`src/rtl/mem_access_master.sv`:
```
// MEM-stage bus initiator: turns pipeline load/store ops into word-aligned
// req/ack transfers, builds byte lanes, sign-extends load data, and reports
// misaligned, out-of-range and timed-out accesses.
//
//   state  | meaning
//   IDLE   | no transfer outstanding, accepting new ops
//   REQ    | m_req asserted, waiting for m_ack or timeout
//   DONE   | one-cycle completion pulse, rd valid for loads
module mem_access_master #(
    parameter logic [31:0] ADDR_LIMIT = 32'h0000_3000,
    parameter int          TIMEOUT    = 16
) (
    input  logic        clk,
    input  logic        reset,
    input  logic        start,
    input  logic [2:0]  op,
    input  logic [31:0] addr,
    input  logic [31:0] wd,
    input  logic [31:0] pc,
    output logic        busy,
    output logic        done,
    output logic [31:0] rd,
    output logic        exc,
    output logic [1:0]  exc_code,
    output logic [31:0] exc_pc,
    output logic        m_req,
    output logic        m_we,
    output logic [31:0] m_addr,
    output logic [3:0]  m_byteen,
    output logic [31:0] m_wdata,
    input  logic [31:0] m_rdata,
    input  logic        m_ack
);

    localparam logic [2:0] OP_LW = 3'd1, OP_LH = 3'd2, OP_LB = 3'd3;
    localparam logic [2:0] OP_SW = 3'd4, OP_SH = 3'd5, OP_SB = 3'd6;
    localparam int CW = $clog2(TIMEOUT);

    typedef enum logic [1:0] {S_IDLE, S_REQ, S_DONE} state_t;

    state_t        state, state_nxt;
    logic [2:0]    op_q;
    logic [31:0]   addr_q, wd_q, pc_q;
    logic [CW-1:0] cnt;

    logic op_valid, misalign, out_of_range, accept, fault, timeout_hit;

    assign op_valid     = (op != 3'd0) && (op != 3'd7);
    assign misalign     = (((op == OP_LW) || (op == OP_SW)) && (addr[1:0] != 2'b00)) ||
                          (((op == OP_LH) || (op == OP_SH)) && addr[0]);
    assign out_of_range = (addr >= ADDR_LIMIT);
    assign accept       = (state == S_IDLE) && start && op_valid;
    assign fault        = misalign || out_of_range;
    assign timeout_hit  = (state == S_REQ) && !m_ack && (cnt == CW'(TIMEOUT - 1));

    // Pick the addressed half/byte out of the read word and sign-extend it.
    function automatic logic [31:0] load_extract(input logic [2:0] o, input logic [1:0] a,
                                                 input logic [31:0] w);
        logic [15:0] h;
        logic [7:0]  b;
        h = a[1] ? w[31:16] : w[15:0];
        b = w[8*a +: 8];
        case (o)
            OP_LH:   return {{16{h[15]}}, h};
            OP_LB:   return {{24{b[7]}}, b};
            default: return w;
        endcase
    endfunction

    // State register.
    always_ff @(posedge clk) begin
        if (reset) state <= S_IDLE;
        else       state <= state_nxt;
    end

    // Next-state logic; ack wins over a timeout landing in the same cycle.
    always_comb begin
        state_nxt = state;
        case (state)
            S_IDLE:  if (accept && !fault) state_nxt = S_REQ;
            S_REQ:   if (m_ack) state_nxt = S_DONE;
                     else if (timeout_hit) state_nxt = S_IDLE;
            S_DONE:  state_nxt = S_IDLE;
            default: state_nxt = S_IDLE;
        endcase
    end

    // Bus and handshake outputs; bus fields are only driven while requesting.
    always_comb begin
        m_req    = (state == S_REQ);
        done     = (state == S_DONE);
        busy     = (state != S_IDLE) || accept;
        m_we     = 1'b0;
        m_addr   = 32'h0;
        m_byteen = 4'b0000;
        m_wdata  = 32'h0;
        if (state == S_REQ) begin
            m_addr = {addr_q[31:2], 2'b00};
            case (op_q)
                OP_SW: begin
                    m_we = 1'b1; m_byteen = 4'b1111; m_wdata = wd_q;
                end
                OP_SH: begin
                    m_we = 1'b1; m_byteen = addr_q[1] ? 4'b1100 : 4'b0011;
                    m_wdata = {2{wd_q[15:0]}};
                end
                OP_SB: begin
                    m_we = 1'b1; m_byteen = 4'b0001 << addr_q[1:0];
                    m_wdata = {4{wd_q[7:0]}};
                end
                default: ;
            endcase
        end
    end

    // Operand latch, timeout counter, load result and exception reporting.
    always_ff @(posedge clk) begin
        if (reset) begin
            op_q     <= 3'd0;
            addr_q   <= 32'h0;
            wd_q     <= 32'h0;
            pc_q     <= 32'h0;
            cnt      <= '0;
            rd       <= 32'h0;
            exc      <= 1'b0;
            exc_code <= 2'd0;
            exc_pc   <= 32'h0;
        end else begin
            exc <= 1'b0;
            if (accept && fault) begin
                exc      <= 1'b1;
                exc_code <= misalign ? 2'd1 : 2'd2;
                exc_pc   <= pc;
            end else if (accept) begin
                op_q   <= op;
                addr_q <= addr;
                wd_q   <= wd;
                pc_q   <= pc;
            end
            if (state != S_REQ) cnt <= '0;
            else if (!m_ack)    cnt <= cnt + CW'(1);
            if (timeout_hit) begin
                exc      <= 1'b1;
                exc_code <= 2'd3;
                exc_pc   <= pc_q;
            end
            if ((state == S_REQ) && m_ack && (op_q <= OP_LB))
                rd <= load_extract(op_q, addr_q[1:0], m_rdata);
        end
    end

endmodule

```
`config.mk`:
```
export PLATFORM = sky130hd
export DESIGN_NAME = mem_access_master
export DESIGN_NICKNAME = d
export VERILOG_FILES = /design/src/rtl/mem_access_master.sv
export SDC_FILE = /design/constraint.sdc
export NUM_CORES = 1
export LEC_CHECK = 0
export CAP_MARGIN = 20
export CELL_PAD_IN_SITES_DETAIL_PLACEMENT = 0
export CELL_PAD_IN_SITES_GLOBAL_PLACEMENT = 1
export CORE_MARGIN = 4
export CORE_UTILIZATION = 32
export CTS_CLUSTER_SIZE = 8
export DETAILED_ROUTE_END_ITERATION = 6
export HOLD_SLACK_MARGIN = 0.15
export PLACE_DENSITY = 0.79
export SYNTH_ARGS = -nofsm -noshare
export SYNTH_HDL_FRONTEND = slang
export SYNTH_SLANG_ARGS = --single-unit
```
`constraint.sdc`:
```
create_clock -name clk -period 2.9 [get_ports clk]
set_input_delay 0.87 -clock clk [delete_from_list [all_inputs] [get_ports clk]]
set_output_delay 0.87 -clock clk [all_outputs]
set_load 0.05 [all_outputs]
```
Yosys cells after proc, flatten, opt, wreduce, memory -nomap -nowiden
Cells that the tools add are included.
- flip-flop bits (word level): 172
- logic and storage cells: 80
- add/subtract/negate cells: 1
- magnitude comparators: 2
- eq/ne operators: 16
- shift-type cells: 2
- mux-type cells: 21
- bitwise gates (word level): 1
- reduce and logical (&&, ||, !) cells: 27
- operators by type and width (cell ; count):
    2-to-1 mux 32 bit ; 4
    one-hot mux 32 bit (3 select lines) ; 1
    one-hot mux 32 bit (2 select lines) ; 1
    >= comparator 32 x 14 -> 1 bit (second input constant) ; 1
    variable part select 32 x 6 -> 8 bit ; 1
    2-to-1 mux 16 bit ; 1
    == test 3 bit (second input constant) ; 5
    2-to-1 mux 2 bit ; 6
    one-hot mux 4 bit (3 select lines) ; 1
    logical AND 1 bit ; 11
    == test 3 x 2 -> 1 bit (second input constant) ; 3
    2-to-1 mux 4 bit ; 2
    nonzero test 2 bit ; 3
    logical OR 1 bit ; 5
    adder 4 x 1 -> 4 bit (second input constant) ; 1
    == test 4 bit (second input constant) ; 1
    2-to-1 mux 1 bit ; 4
    != test 2 x 1 -> 1 bit (second input constant) ; 2
    one-hot mux 2 bit (2 select lines) ; 1
    AND reduction 2 bit ; 2
    << shifter 1 x 2 -> 4 bit (first input constant) ; 1
    == test 3 x 1 -> 1 bit (second input constant) ; 1
    <= comparator 3 x 2 -> 1 bit (second input constant) ; 1
    != test 3 x 1 -> 1 bit (second input constant) ; 1
    other kinds (9) ; 10

Logic depth before layout (Yosys ltp)
- depth in word-level cells: 9
- mapped depth: 8
- mapped depth without buffers: 5

Least setup slack after synthesis
No wires, ideal clock.
- path kind: register -> output
- from: register state[1]
- to: output port m_wdata[0]
- arrival time: 2282 ps
- data required time: 2030 ps
- setup slack: -252 ps
- stages on the path, launching flop included: 7
- path buffers: 1
- cell sequence: dfxtp_1 -> nand2b_1 -> clkbuf_1 -> inv_1 -> nand2_1 -> a21oi_1 -> and2_1
- cells in the longest elaborated chain, start to end: 2
- ends and longest elaborated chain (what ; line ; text):
    from (decl) ; 41 ; state_t state, state_nxt;
    from (signal assigned) ; 73 ; else state <= state_nxt;
    == test 2 x 1 -> 1 bit ; 97 ; if (state == S_REQ) begin
    2-to-1 mux 32 bit ; 97 ;
    to (decl) ; 30 ; output logic [31:0] m_wdata,
Every way passes these cells.

Worst setup path after layout
- from: register op_q[1]
- to: output port m_wdata[27]
- cells in the longest elaborated chain, start to end: 3
- elaborated cells on any way between the ends: 5
- those cells by class: eq/ne (3); mux (2)
- ends and longest elaborated chain (what ; line ; text):
    from (decl) ; 42 ; logic [2:0] op_q;
    from (signal assigned) ; 135 ; op_q <= op;
    == test 3 bit ; 99 ; case (op_q)
    one-hot mux 32 bit (3 select lines) (*) ; 99 ;
    2-to-1 mux 32 bit (*) ; 97 ;
Mark *: on every way between the ends. The rest lies on a longest branch, timed or not.

==> flow_metrics.tcl <==
set metrics [dict create \
    maxCapViolCount 0 \
    hold_buffers 0 \
    grt_pass1_vias 7045 \
    pre_cts_slack_ps -232 \
    r2r-end "rd[12]" \
    post-route-period-util_pct 93.9 \
    synthSimpleGateAreaFrac_pct 24.2 \
    fin_skew_ps 9.48 \
    dieArea_um2 26700 \
    fillers 2201 \
    min_to "addr_q[8]" \
    status "finished, final reports clean" \
    busiest_layer "met2" \
    synth_seq_cells 172 \
    h-tree-depth 4 \
    synth_edf_count 0 \
    num_rows 56 \
    hold_path_class "flop to flop" \
    tritoncts "done" \
    dr.first_iter.drc_count 413 \
    grt_setup_unrepaired "false" \
    drt_wl_total_um 24600 \
    synth_top_family_by_area "simple AND/OR/NAND/NOR gates" \
    fin_ws_ps 176 \
    cts_made_buffers 17 \
    most-common-layout-cells "clkdlybuf4s50_1, dfxtp_1, nand2_1" \
    layout-drive-gt1-share_pct 15.1 \
    min_from "addr_q[8]" \
    crit_fanout 14 \
    finalCriticalPeriod_ps 2720 \
    final_common_cell "clkdlybuf4s50_1" \
    tightest_slew_ps 856 \
    synthDistinctLibCells 45 \
    synth_flop_cell "dfxtp_1" \
    core-area_um2 23600 \
    grt_usage_pct 17.9 \
    ant_nets 0 \
    area_delta_synth_final_pct 58.4 \
    start_kind "flop" \
    die_h_um 163 \
    clk_path_buf_depth 2 \
    clkSlewWorstSetupHoldPaths_ps 70 \
    grt_use_met1_pct 22.9 \
    root_buffer "clkbuf_16" \
    final-setup-viol-count 0 \
    hold_depth 2 \
    grt_max_degree 70 \
    met2_usage_pct 28.6 \
    vias 7254 \
    fin_nets 1317 \
    synth_fa_ha_area_share_pct 0.162 \
    seq_area_um2 3440 \
    crit_type "flop to primary output" \
    syn_inst 932 \
    yosysSeqAreaShare_pct 44.6 \
    max_freq_mhz 367 \
    overflow 0 \
    hpwl_um 17400 \
    cts_sinks 172 \
    power.leakage_nw 4.18 \
    reg2reg_depth 6 \
    die_x_um 163 \
    dr.pass1.iters 4 \
    reg2reg_from "op_q[1]" \
    whs_ps 451 \
    slew_headroom_pct 42.6 \
    worst_ep_arrival_time_ps 1850 \
    portBuffers 271 \
    powerDensity_nw_per_um2 449 \
    synthXorXnorAreaFrac_pct 0.454 \
    routabilityCongestion 0.803 \
    synth_compound_area_share_pct 20.2 \
    synth_area_um2 7720 \
    final_hold_viol_count 0 \
    ios 274 \
    syn-mean-instance-area_um2 8.28 \
    clk_latency_ps 430 \
    async_reset_ff_share_pct 0 \
    post_drt_wl_per_cell_um 16.3 \
    yosys_warnings 0 \
    cts_setup_buffers 0 \
    route.detailed.drc 0 \
    synthMuxAreaShare_pct 5.71 \
    multi_input_area_um2 3950 \
    grtUsageMet3_pct 5.83 \
    grt_pass1_wl_um 38100 \
    r2r_setup_slack_ps 650 \
    grt_antenna_before_repair 4 \
    worst_setup_path_end_kind "primary output" \
    post_drt_via_cell_ratio 4.79 \
    peakVddDrop_mv 0.272 \
    required_ps 2030 \
    slew_viol_final 0 \
    start_util_pct 32.7 \
]
-- cell type report --
| class | count | share of cell area (%) |
|---|---|---|
| inverters | 4 | 0.123 |
| flip-flops and latches | 172 | 28.2 |
| well taps | 319 | 3.27 |
| clock inverters | 15 | 1.60 |
| multi-input cells | 678 | 32.3 |
| repair buffers | 308 | 31.1 |
| clock buffers | 17 | 3.48 |
| diodes | 1 | 0.0205 |
-- critical path, cell delays in order (launching register included) --
cell and delay (ps):
dfxtp_2 510, buf_4 270, mux2i_1 200, nor2_1 50, a21oi_1 130, nor2_1 90, buf_12 170
-- per-layer routing --
layer,part of all wire (%),up-vias
met1,43,3321
met5,0.14,-
met4,2.0,6
li1,-,3689
met2,47,200
met3,7.6,38
-- synthesized netlist by cell type, types with 8 or more instances --
| cell | count | share of area (%) |
|---|---|---|
| dfxtp_1 | 172 | 45 |
| and2_1 | 57 | 4.6 |
| buf_2 | 10 | 0.65 |
| nand3_1 | 11 | 0.71 |
| nor2_1 | 77 | 3.7 |
| a22oi_1 | 8 | 0.78 |
| mux2i_1 | 44 | 5.7 |
| nand2_1 | 168 | 8.2 |
| a211oi_1 | 41 | 4.0 |
| nor3_1 | 36 | 2.3 |
| nor2b_1 | 12 | 0.97 |
| a21oi_1 | 127 | 8.2 |
| a211oi_2 | 30 | 4.9 |
| nand2b_1 | 26 | 2.1 |
| clkbuf_1 | 59 | 2.9 |
-- power breakdown --
group          switching (mW)  internal [mW]  leakage, nW  total (mW)
logic                   0.349          0.317         2.48       0.667
registers              0.0209           2.40         1.39        2.42
clock network            1.14           1.26        0.304        2.40
-- worst max path at each step --
stage                  start          end  slack, ps  cells past startpoint
global placement    addr[16]     wd_q[22]       -210                      8
floorplan            op_q[1]  m_wdata[24]        110                      6
global route         op_q[1]  m_wdata[30]         50                      6
CTS                    op[2]         busy         30                      5
detailed placement  addr[16]     wd_q[25]       -230                      8
finish               op_q[1]  m_wdata[27]        180                      6
-- per-stage QoR --
step	power (mW)	setup TNS [ps]	cell area, um2	cells	utilization (%)
finish	5.49	0	12200	1514	51.8
global route	5.69	0	12200	1514	51.8
CTS	5.56	0	12200	1513	51.7
detailed placement	3.15	-24880	11600	1481	49.0
global placement	3.14	-22970	11600	1481	49.0
floorplan	2.81	0	7720	933	-
-- cell families after synthesis --
logic type               count (synthesis)
XOR/XNOR                                 4
adder cells (fa/ha/maj)                  1
multiplexers                            44
other                                    1
buffers and inverters                   83
AND/OR/NAND/NOR                        402
flip-flops                             172
AO/OA/AOI/OAI                          225
-- repair_timing --
item,in CTS,in global routing
pin swaps,3,2
endpoints found under the setup margin,1,14
resized for setup,2,6
-- flip-flops by register name, indices dropped and copies added (netlist names) --
| name | flops |
|---|---|
| exc_pc | 32 |
| op_q | 3 |
| wd_q | 32 |
| exc_code | 2 |
| rd | 32 |
| exc | 1 |
| pc_q | 32 |
| state | 2 |
| addr_q | 32 |
| cnt | 4 |
(Power assumes the default switching activity.)
